==> config.mk <==
export PLATFORM = sky130hd
export DESIGN_NAME = seq_pattern_tx_flat
export DESIGN_NICKNAME = d
export VERILOG_FILES = /design/src/rtl/seq_pattern_tx_if.sv /design/src/rtl/seq_pattern_tx.sv /design/src/flat_wrapper.sv
export SDC_FILE = /design/constraint.sdc
export NUM_CORES = 1
export LEC_CHECK = 0
export CAP_MARGIN = 20
export CORE_MARGIN = 4
export CORE_UTILIZATION = 47
export DETAILED_ROUTE_END_ITERATION = 8
export GPL_ROUTABILITY_DRIVEN = 0
export PLACE_DENSITY = 0.85
export SETUP_SLACK_MARGIN = 0.02
export SLEW_MARGIN = 20
export SYNTH_ARGS = -nofsm -noshare
export SYNTH_HDL_FRONTEND = slang
export SYNTH_SLANG_ARGS = --single-unit
==> constraint.sdc <==
create_clock -name clk -period 1.78 [get_ports clk]
set_clock_uncertainty 0.1 [all_clocks]
set_input_delay 0.178 -clock clk [delete_from_list [all_inputs] [get_ports clk]]
set_output_delay 0.178 -clock clk [all_outputs]
set_load 0.01 [all_outputs]
==> src/rtl/seq_pattern_tx_if.sv <==
// Control/data bundle for the serial pattern transmitter.
// The master side drives the requests and the slave side drives the serial stream.
interface seq_pattern_tx_if #(
  parameter int LEN = 9
);
  logic           start;
  logic [3:0]     repeat_cnt;
  logic           pat_ld;
  logic [LEN-1:0] pat_in;
  logic           abort;
  logic           out;
  logic           out_valid;
  logic           busy;
  logic           done;

  modport master (
    output start, repeat_cnt, pat_ld, pat_in, abort,
    input  out, out_valid, busy, done
  );

  modport slave (
    input  start, repeat_cnt, pat_ld, pat_in, abort,
    output out, out_valid, busy, done
  );
endinterface

==> src/rtl/seq_pattern_tx.sv <==
// Bit-serial pattern transmitter: shifts a LEN-bit pattern out MSB-first,
// repeat_cnt+1 times, with GAP_BITS idle bits between frames.
module seq_pattern_tx #(
  parameter int             LEN      = 9,
  parameter logic [LEN-1:0] PATTERN  = 9'b011010101,
  parameter int             GAP_BITS = 1,
  parameter logic           IDLE_BIT = 1'b1
) (
  input logic            clk,
  input logic            rst,
  seq_pattern_tx_if.slave bus
);
  localparam int IW = $clog2(LEN);
  localparam int GW = (GAP_BITS > 0) ? $clog2(GAP_BITS + 1) : 1;

  typedef enum logic [1:0] {S_IDLE, S_SEND, S_GAP, S_DONE} state_t;

  state_t         r_state;
  logic [LEN-1:0] r_pat;
  logic [IW-1:0]  r_bit_idx;
  logic [3:0]     r_rep_left;
  logic [GW-1:0]  r_gap_cnt;
  logic           r_out;
  logic           r_out_valid;
  logic           r_busy;
  logic           r_done;

  // A same-cycle pat_ld must feed the first transmitted bit.
  logic [LEN-1:0] w_pat_next;
  assign w_pat_next = bus.pat_ld ? bus.pat_in : r_pat;

  assign bus.out       = r_out;
  assign bus.out_valid = r_out_valid;
  assign bus.busy      = r_busy;
  assign bus.done      = r_done;

  always_ff @(posedge clk or negedge rst) begin
    if (!rst) begin
      r_state     <= S_IDLE;
      r_pat       <= PATTERN;
      r_bit_idx   <= '0;
      r_rep_left  <= '0;
      r_gap_cnt   <= '0;
      r_out       <= IDLE_BIT;
      r_out_valid <= 1'b0;
      r_busy      <= 1'b0;
      r_done      <= 1'b0;
    end else if (r_state != S_IDLE && bus.abort) begin
      r_state     <= S_IDLE;
      r_out       <= IDLE_BIT;
      r_out_valid <= 1'b0;
      r_busy      <= 1'b0;
      r_done      <= 1'b0;
    end else begin
      case (r_state)
        S_IDLE: begin
          r_pat <= w_pat_next;
          if (bus.start) begin
            r_state     <= S_SEND;
            r_rep_left  <= bus.repeat_cnt;
            r_bit_idx   <= IW'(LEN - 1);
            r_out       <= w_pat_next[LEN-1];
            r_out_valid <= 1'b1;
            r_busy      <= 1'b1;
          end
        end
        // r_bit_idx names the bit currently on the output register
        S_SEND: begin
          if (r_bit_idx == '0) begin
            if (r_rep_left == 4'd0) begin
              r_state     <= S_DONE;
              r_out       <= IDLE_BIT;
              r_out_valid <= 1'b0;
              r_done      <= 1'b1;
            end else if (GAP_BITS == 0) begin
              r_rep_left  <= r_rep_left - 4'd1;
              r_bit_idx   <= IW'(LEN - 1);
              r_out       <= r_pat[LEN-1];
            end else begin
              r_state     <= S_GAP;
              r_gap_cnt   <= GW'((GAP_BITS > 0) ? GAP_BITS - 1 : 0);
              r_out       <= IDLE_BIT;
              r_out_valid <= 1'b0;
            end
          end else begin
            r_bit_idx <= r_bit_idx - 1'b1;
            r_out     <= r_pat[r_bit_idx - 1'b1];
          end
        end
        S_GAP: begin
          if (r_gap_cnt == '0) begin
            r_state     <= S_SEND;
            r_rep_left  <= r_rep_left - 4'd1;
            r_bit_idx   <= IW'(LEN - 1);
            r_out       <= r_pat[LEN-1];
            r_out_valid <= 1'b1;
          end else begin
            r_gap_cnt <= r_gap_cnt - 1'b1;
          end
        end
        S_DONE: begin
          r_state <= S_IDLE;
          r_done  <= 1'b0;
          r_busy  <= 1'b0;
        end
        default: r_state <= S_IDLE;
      endcase
    end
  end
endmodule

==> src/flat_wrapper.sv <==
// flat-port wrapper written by rule: the top's interface ports become plain ports
module seq_pattern_tx_flat 
#(
  parameter int             LEN      = 9,
  parameter logic [LEN-1:0] PATTERN  = 9'b011010101,
  parameter int             GAP_BITS = 1,
  parameter logic           IDLE_BIT = 1'b1
)
  (clk, rst, bus_start, bus_repeat_cnt, bus_pat_ld, bus_pat_in, bus_abort, bus_out, bus_out_valid, bus_busy, bus_done);
  seq_pattern_tx_if #(.LEN(LEN)) bus_i ();
  input logic clk;
  input logic rst;
  input wire logic [$bits(bus_i.start)-1:0] bus_start;
  input wire logic [$bits(bus_i.repeat_cnt)-1:0] bus_repeat_cnt;
  input wire logic [$bits(bus_i.pat_ld)-1:0] bus_pat_ld;
  input wire logic [$bits(bus_i.pat_in)-1:0] bus_pat_in;
  input wire logic [$bits(bus_i.abort)-1:0] bus_abort;
  output wire logic [$bits(bus_i.out)-1:0] bus_out;
  output wire logic [$bits(bus_i.out_valid)-1:0] bus_out_valid;
  output wire logic [$bits(bus_i.busy)-1:0] bus_busy;
  output wire logic [$bits(bus_i.done)-1:0] bus_done;
  assign bus_i.start = bus_start;
  assign bus_i.repeat_cnt = bus_repeat_cnt;
  assign bus_i.pat_ld = bus_pat_ld;
  assign bus_i.pat_in = bus_pat_in;
  assign bus_i.abort = bus_abort;
  assign bus_out = bus_i.out;
  assign bus_out_valid = bus_i.out_valid;
  assign bus_busy = bus_i.busy;
  assign bus_done = bus_i.done;
  seq_pattern_tx #(.LEN(LEN), .PATTERN(PATTERN), .GAP_BITS(GAP_BITS), .IDLE_BIT(IDLE_BIT)) u_core (.clk(clk), .rst(rst), .bus(bus_i));
endmodule
==> reports/results.txt, run 1 <==
Status - complete, but fails checks
Violated checks - setup timing
Primary FF master, synth - dfrtp_1
Total congestion overflow - 0
DP HPWL - 2270 um
Hold Path Class - input port to async pin
Clock buffer depth - 2
First-pass GRT wire length - 5390 um
Worst slew pin tran - 377 ps
Post-synth ARST share - 100%
Startpoint Class - flop
Initial antenna violation count - 0
Drt pass-1 iters - 4
Max incr delay on CP - 390 ps
Slowest-stage cell, CP - dfrtp_1
Post-synthesis instance total - 133
Reg2Reg Setup Slack - -30 ps
Rows - 19
Post-synth cell types - 39
Ratio of cells with drive above 1 in the final layout - 35.9%
Commonest non-fill, non-tap cell in the layout - clkdlybuf4s50_1
Reg2Reg Depth - 7
Overall Power - 3.20 mW
Critical Path AT - 1970 ps
CP cell instances - inv_2 > ha_4 > or2_4 > a221oi_4 > buf_4 > a21oi_2 > a31oi_1
Maximum vdd drop - 1470 uV
Most frequent cells in the layout - clkdlybuf4s50_1 (21), dfrtp_1 (17), buf_4 (14)
Fin crit period - 1810 ps
CP Max Fanout - 4
Initial drt markers - 99
Cell area after layout - 1840 um^2
Starting Density - 49.8%
CP endpoint - u_core.r_bit_idx[3]
Die Ht - 62.3 um
Post-Syn Area - 1390 um^2
Critical path origin - u_core.r_state[1]
Warnings from Yosys - 0
R2R Path End - u_core.r_bit_idx[3]
Fillcell total - 211
Clock sink total - 23
Routed WL - 3140 um
Worst-path clk slew - 140 ps
Worst EP required - 1940 ps
Mapped Nets - 158
Setup violators final - 2
ANT nets after route - 0
Power per cell area - 1730 nW/um^2
WS Path Type - flop to flop
Vias/cell - 5.75
Register area share after synthesis - 42.1%
Post-synthesis register bit count - 23
Final Hold Vio Count - 0
Rel. slew slack - 74.8%
Post-route clock period utilization - 102%
# hold bufs at CTS - 0
Die ar. - 3880 um^2
CTS tree - done
Vias - 1156
Root buf cell - clkbuf_4
Largest net degree at the start of global routing - 24
Avg Cell Area, Syn - 10.4 um^2
PortBufs - 21
P_leak - 0.741 nW
H-tree depth - 1
Finished Layout Cells - 201
Post-Place Cell Area - 1700 um^2
Crit. End Element - flop
Nets - 196
Max-slew violation count - 0
Post-synth EDFFs - 0
Inst Count DP - 192
DR WL/cell - 15.6 um
Max Fclk - 0.551 GHz
Maxcap violations - 0
DR DRC count - 0
Chip width - 62.3 um
Worst r2r src - u_core.r_state[1]
ANT cells - 0
Vias in the first global route - 1253
Total GRT Usage - 16.5%
Clk_lat worst skew - 330 ps
CTS Buf Count - 3
Unrepaired setup endpoints after global routing - true
CORE AREA - 2780 um^2
Area growth syn-to-layout - 33.0%
Setup WS post-layout - -33.5 ps
Num ports - 22
==> synth_stat cells (2+ instances only) <==
| library cell | number | share of area [%] |
|---|---|---|
| a211oi_1 | 2 | 1.1 |
| a21oi_1 | 7 | 2.5 |
| a31oi_1 | 4 | 1.8 |
| buf_2 | 2 | 0.72 |
| clkbuf_1 | 2 | 0.54 |
| dfrtp_1 | 17 | 31 |
| dfstp_2 | 6 | 11 |
| ha_1 | 7 | 6.3 |
| inv_1 | 10 | 2.7 |
| mux2_2 | 10 | 8.1 |
| mux4_1 | 2 | 3.8 |
| nand2_1 | 3 | 0.81 |
| nand2b_1 | 4 | 1.8 |
| nand3_1 | 4 | 1.4 |
| nand3b_1 | 2 | 1.1 |
| nand4_1 | 2 | 0.90 |
| nor2_1 | 10 | 2.7 |
| nor2b_1 | 4 | 1.8 |
| nor3_1 | 5 | 1.8 |
| o21ai_0 | 11 | 4.0 |
==> worst min path at each step <==
stage	end	slack [ps]
finish	u_core.bus.out_valid	70
global route	u_core.bus.done	100
CTS	u_core.bus.done	100
detailed placement	u_core.r_pat[1]	400
global placement	u_core.r_pat[5]	380
floorplan	u_core.bus.busy	-220
==> worst max-delay path: cells and delay by family (launching register included) <==
kind | cells | cell delay (ps)
DFF | 1 | 390
and+or+nand+nor | 1 | 250
AOI/OAI and AO/OA | 3 | 570
buffers and inverters | 2 | 250
adders and majority gates | 1 | 180
==> through the flow <==
stage	setup WS, ps	hold WS (ps)	setup TNS (ps)	utilization (%)
floorplan	20.4	-218	0	-
global placement	44.7	383	0	61.1
detailed placement	-48.2	404	-202	61.1
CTS	28.6	96.3	0	63.1
global route	-104	104	-417	66.3
finish	-33.5	67.0	-41.4	66.3
==> report_power, final <==
group	internal, mW	switching, mW
Combinational	1.05	0.896
Sequential	0.822	0.175
Clock	0.0881	0.169
Total	1.95	1.24
==> state kept, by name, indices dropped and copies added (netlist names) <==
register	cells
u_core.r_state	2
u_core.bus.busy	1
u_core.r_bit_idx	4
u_core.r_rep_left	4
u_core.r_pat	9
u_core.bus.out_valid	1
u_core.bus.out	1
u_core.bus.done	1
==> cell families after synthesis <==
group	Yosys count	share of synthesized area [%]
multiplexers	13	12.6
flip-flops	23	42.1
XOR/XNOR	2	1.26
AO/OA/AOI/OAI	33	17.4
buffers and inverters	14	3.97
adder cells (fa/ha/maj)	7	6.32
AND/OR/NAND/NOR	41	16.3
==> repair_timing <==
item                       4_1_cts  5_1_grt
gates resized for setup         10       17
setup buffers                    0        5
pin swaps                        3        6
setup endpoints to repair        9       12
==> final cells by class <==
cell class | instances | area, um^2 | share of cell area, %
clock buffers | 4 | 26.3 | 1.42
inverters | 10 | 37.5 | 2.04
multi-input cells | 96 | 821 | 44.5
flip-flops and latches | 23 | 583 | 31.6
well taps | 31 | 38.8 | 2.10
repair buffers | 37 | 338 | 18.3
==> metal layers <==
metal  routed length, um  global-route usage [%]
met2                1620                    28.9
met3                 176                    5.41
met5                   0                       0
met1                1300                    18.8
met4                  47                    5.57
No activity file was read; power rests on OpenSTA's default activity.
==> inputs of run 2 (changes only) <==
CORE_UTILIZATION = 57   (was 47)
PLACE_DENSITY = 0.95   (was 0.85)
clock period = 2.2 ns   (was 1.78 ns; I/O delays follow)
==> run 2 against run 1 <==
Against the previous run: the run now ends clean; sequential power shrank 18%; total power down 30%; cell count down 7.5%; register-to-register slack gained 210 ps; critical path type unchanged; critical endpoint is now u_core.r_bit_idx[2].
==> reports/results.txt, run 2 (synthesis gave the netlist of run 1 again) <==
Status - complete, no violations (was complete, but fails checks)
Total congestion overflow - 0 (unchanged)
Initial antenna violation count - 0 (unchanged)
PortBufs - 21 (unchanged)
Ratio of cells with drive above 1 in the final layout - 20.3% (was 35.9%)
Crit path buf inv count - 1 (was 2)
Die Ht - 57.3 um (was 62.3 um)
Postcts setup bufs - 0 (unchanged)
Clock sink total - 23 (unchanged)
Inst Count DP - 180 (was 192)
Vias/cell - 5.77 (was 5.75)
Setup violators final - 0 (was 2)
Max Fclk - 0.494 GHz (was 0.551 GHz)
Total GRT Usage - 18.0% (was 16.5%)
ANT nets after route - 0 (unchanged)
Worst-path clk slew - 120 ps (was 140 ps)
Unrepaired setup endpoints after global routing - false (was true)
CP delay by family, top - compound AO/OA/AOI/OAI gates (unchanged)
Vias in the first global route - 1032 (was 1253)
Power per cell area - 1350 nW/um^2 (was 1730 nW/um^2)
Finished Layout Cells - 186 (was 201)
Rows - 17 (was 19)
Top sig layer - met4 (unchanged)
Rel. slew slack - 72.1% (was 74.8%)
CORE AREA - 2250 um^2 (was 2780 um^2)
Worst EP required - 2300 ps (was 1940 ps)
Flop pwr share - 36.3% (was 31.2%)
CP Max Fanout - 11 (was 4)
Largest register FFs - 9 (unchanged)
First-pass GRT wire length - 4560 um (was 5390 um)
Utilization after layout - 74.1% (was 66.3%)
DP HPWL - 2120 um (was 2270 um)
WS Path Type - flop to flop (unchanged)
Starting Density - 61.5% (was 49.8%)
Startpoint Class - flop (unchanged)
P_leak - 0.669 nW (was 0.741 nW)
Fin crit period - 2020 ps (was 1810 ps)
H-tree depth - 1 (unchanged)
Most frequent cells in the layout - clkdlybuf4s50_1 (21), dfrtp_1 (17), o21ai_0 (11) (was clkdlybuf4s50_1 (21), dfrtp_1 (17), buf_4 (14))
Resized Gates After CTS - 0 (was 10)
Max incr delay on CP - 400 ps (was 390 ps)
Hold Path Class - input port to async pin (unchanged)
Root buf cell - clkbuf_4 (unchanged)
Chip width - 57.3 um (was 62.3 um)
CTS tree - done (unchanged)
Vias - 1073 (was 1156)
Commonest non-fill, non-tap cell in the layout - clkdlybuf4s50_1 (unchanged)
Initial drt markers - 24 (was 99)
Maxcap violations - 0 (unchanged)
CTS Buf Count - 3 (unchanged)
Worst slew pin tran - 415 ps (was 377 ps)
Routed WL - 2760 um (was 3140 um)
Largest net degree at the start of global routing - 24 (unchanged)
Maximum vdd drop - 1060 uV (was 1470 uV)
Post-route setup TNS - 0 ps (was -41.4 ps)
Clock buffer depth - 2 (unchanged)
Clk_lat worst skew - 300 ps (was 330 ps)
Met3 routed WL - 164 um (was 176 um)
Cell area after layout - 1670 um^2 (was 1840 um^2)
CP cell instances - inv_1 > ha_1 > or2_1 > a221oi_4 > a21oi_1 > a31o_2 (was inv_2 > ha_4 > or2_4 > a221oi_4 > buf_4 > a21oi_2 > a31oi_1)
Die ar. - 3290 um^2 (was 3880 um^2)
Num ports - 22 (unchanged)
Top reg by flops - u_core.r_pat (unchanged)
Clock share of power - 8.4% (was 8.0%)
Net Sw Power - 881 uW (was 1.24 mW)
Internal - 1.37 mW (was 1.95 mW)
ANT cells - 0 (unchanged)
Combinational power share - 55.3% (was 60.8%)
Final Hold Vio Count - 0 (unchanged)
Top flop regs - u_core.r_pat x9, u_core.r_bit_idx x4, u_core.r_rep_left x4 (unchanged)
Met2 Wirelength - 1380 um (was 1620 um)
DR DRC count - 0 (unchanged)
Wl on met1 - 1180 um (was 1300 um)
Crit. End Element - flop (unchanged)
Post-Place Cell Area - 1630 um^2 (was 1700 um^2)
Critical Path AT - 2120 ps (was 1970 ps)
Slowest-stage cell, CP - dfrtp_1 (unchanged)
# hold bufs at CTS - 0 (unchanged)
Max-slew violation count - 0 (unchanged)
Drt pass-1 iters - 4 (unchanged)
Post-route clock period utilization - 92.0% (was 102%)
Sw Share - 39.2% (was 38.8%)
Nets - 184 (was 196)
DR WL/cell - 14.8 um (was 15.6 um)
Area growth syn-to-layout - 20.5% (was 33.0%)
run 2: cell types whose count changed in the layout (fill, tap and decap cells not counted), sizes merged:
cell,delta
buf,-12
run 2: through the flow:
stage | hold WS (ps) | setup slack (ps) | power [mW]
2_1_floorplan | -176 | 440 | 1.70
3_3_place_gp | 382 | 269 | 1.95
3_5_place_dp | 390 | 161 | 2.03
4_1_cts | 143 | 156 | 2.23
5_1_grt | 149 | 76.5 | 2.43
6_report | 150 | 176 | 2.25
run 2: layer usage:
layer  up-vias  global-route usage [%]
met3         6                    3.85
li1        533                       -
met4         0                    8.61
met1       501                    22.0
met5         -                       0
met2        33                    30.3
run 2: worst paths after layout:
path	startpoint	slack, ps	endpoint	cells after the start
max in group asynchronous	rst	1570	u_core.r_pat[4]	2
min reg2reg	u_core.r_pat[5]	410	u_core.r_pat[5]	1
min in group clk	u_core.r_pat[5]	410	u_core.r_pat[5]	1
max reg2reg	u_core.r_state[0]	180	u_core.r_bit_idx[2]	6
min	rst	150	u_core.r_pat[1]	2
max	u_core.r_state[0]	180	u_core.r_bit_idx[2]	6
run 2: power by group through the flow:
stage / Clock, mW / Sequential, mW / Combinational [mW]
after floorplan: 0 / 0.798 / 0.901
after global placement: 0 / 0.807 / 1.15
after detailed placement: 0 / 0.822 / 1.21
after CTS: 0.198 / 0.817 / 1.21
after global routing: 0.222 / 0.847 / 1.36
final: 0.189 / 0.816 / 1.24
run 2: area by class of cell:
type | instances | area, um^2
clock buffer | 4 | 26.3
fill | 163 | 584
inverter | 10 | 37.5
multi-input combinational | 96 | 748
sequential | 23 | 583
tap | 28 | 35.0
timing repair buffer | 25 | 240
==> inputs of run 3 (changes only) <==
GPL_ROUTABILITY_DRIVEN = default   (was 0)
==> results of run 3 <==
Final layout, timing and power as in run 2 (identical DEF).
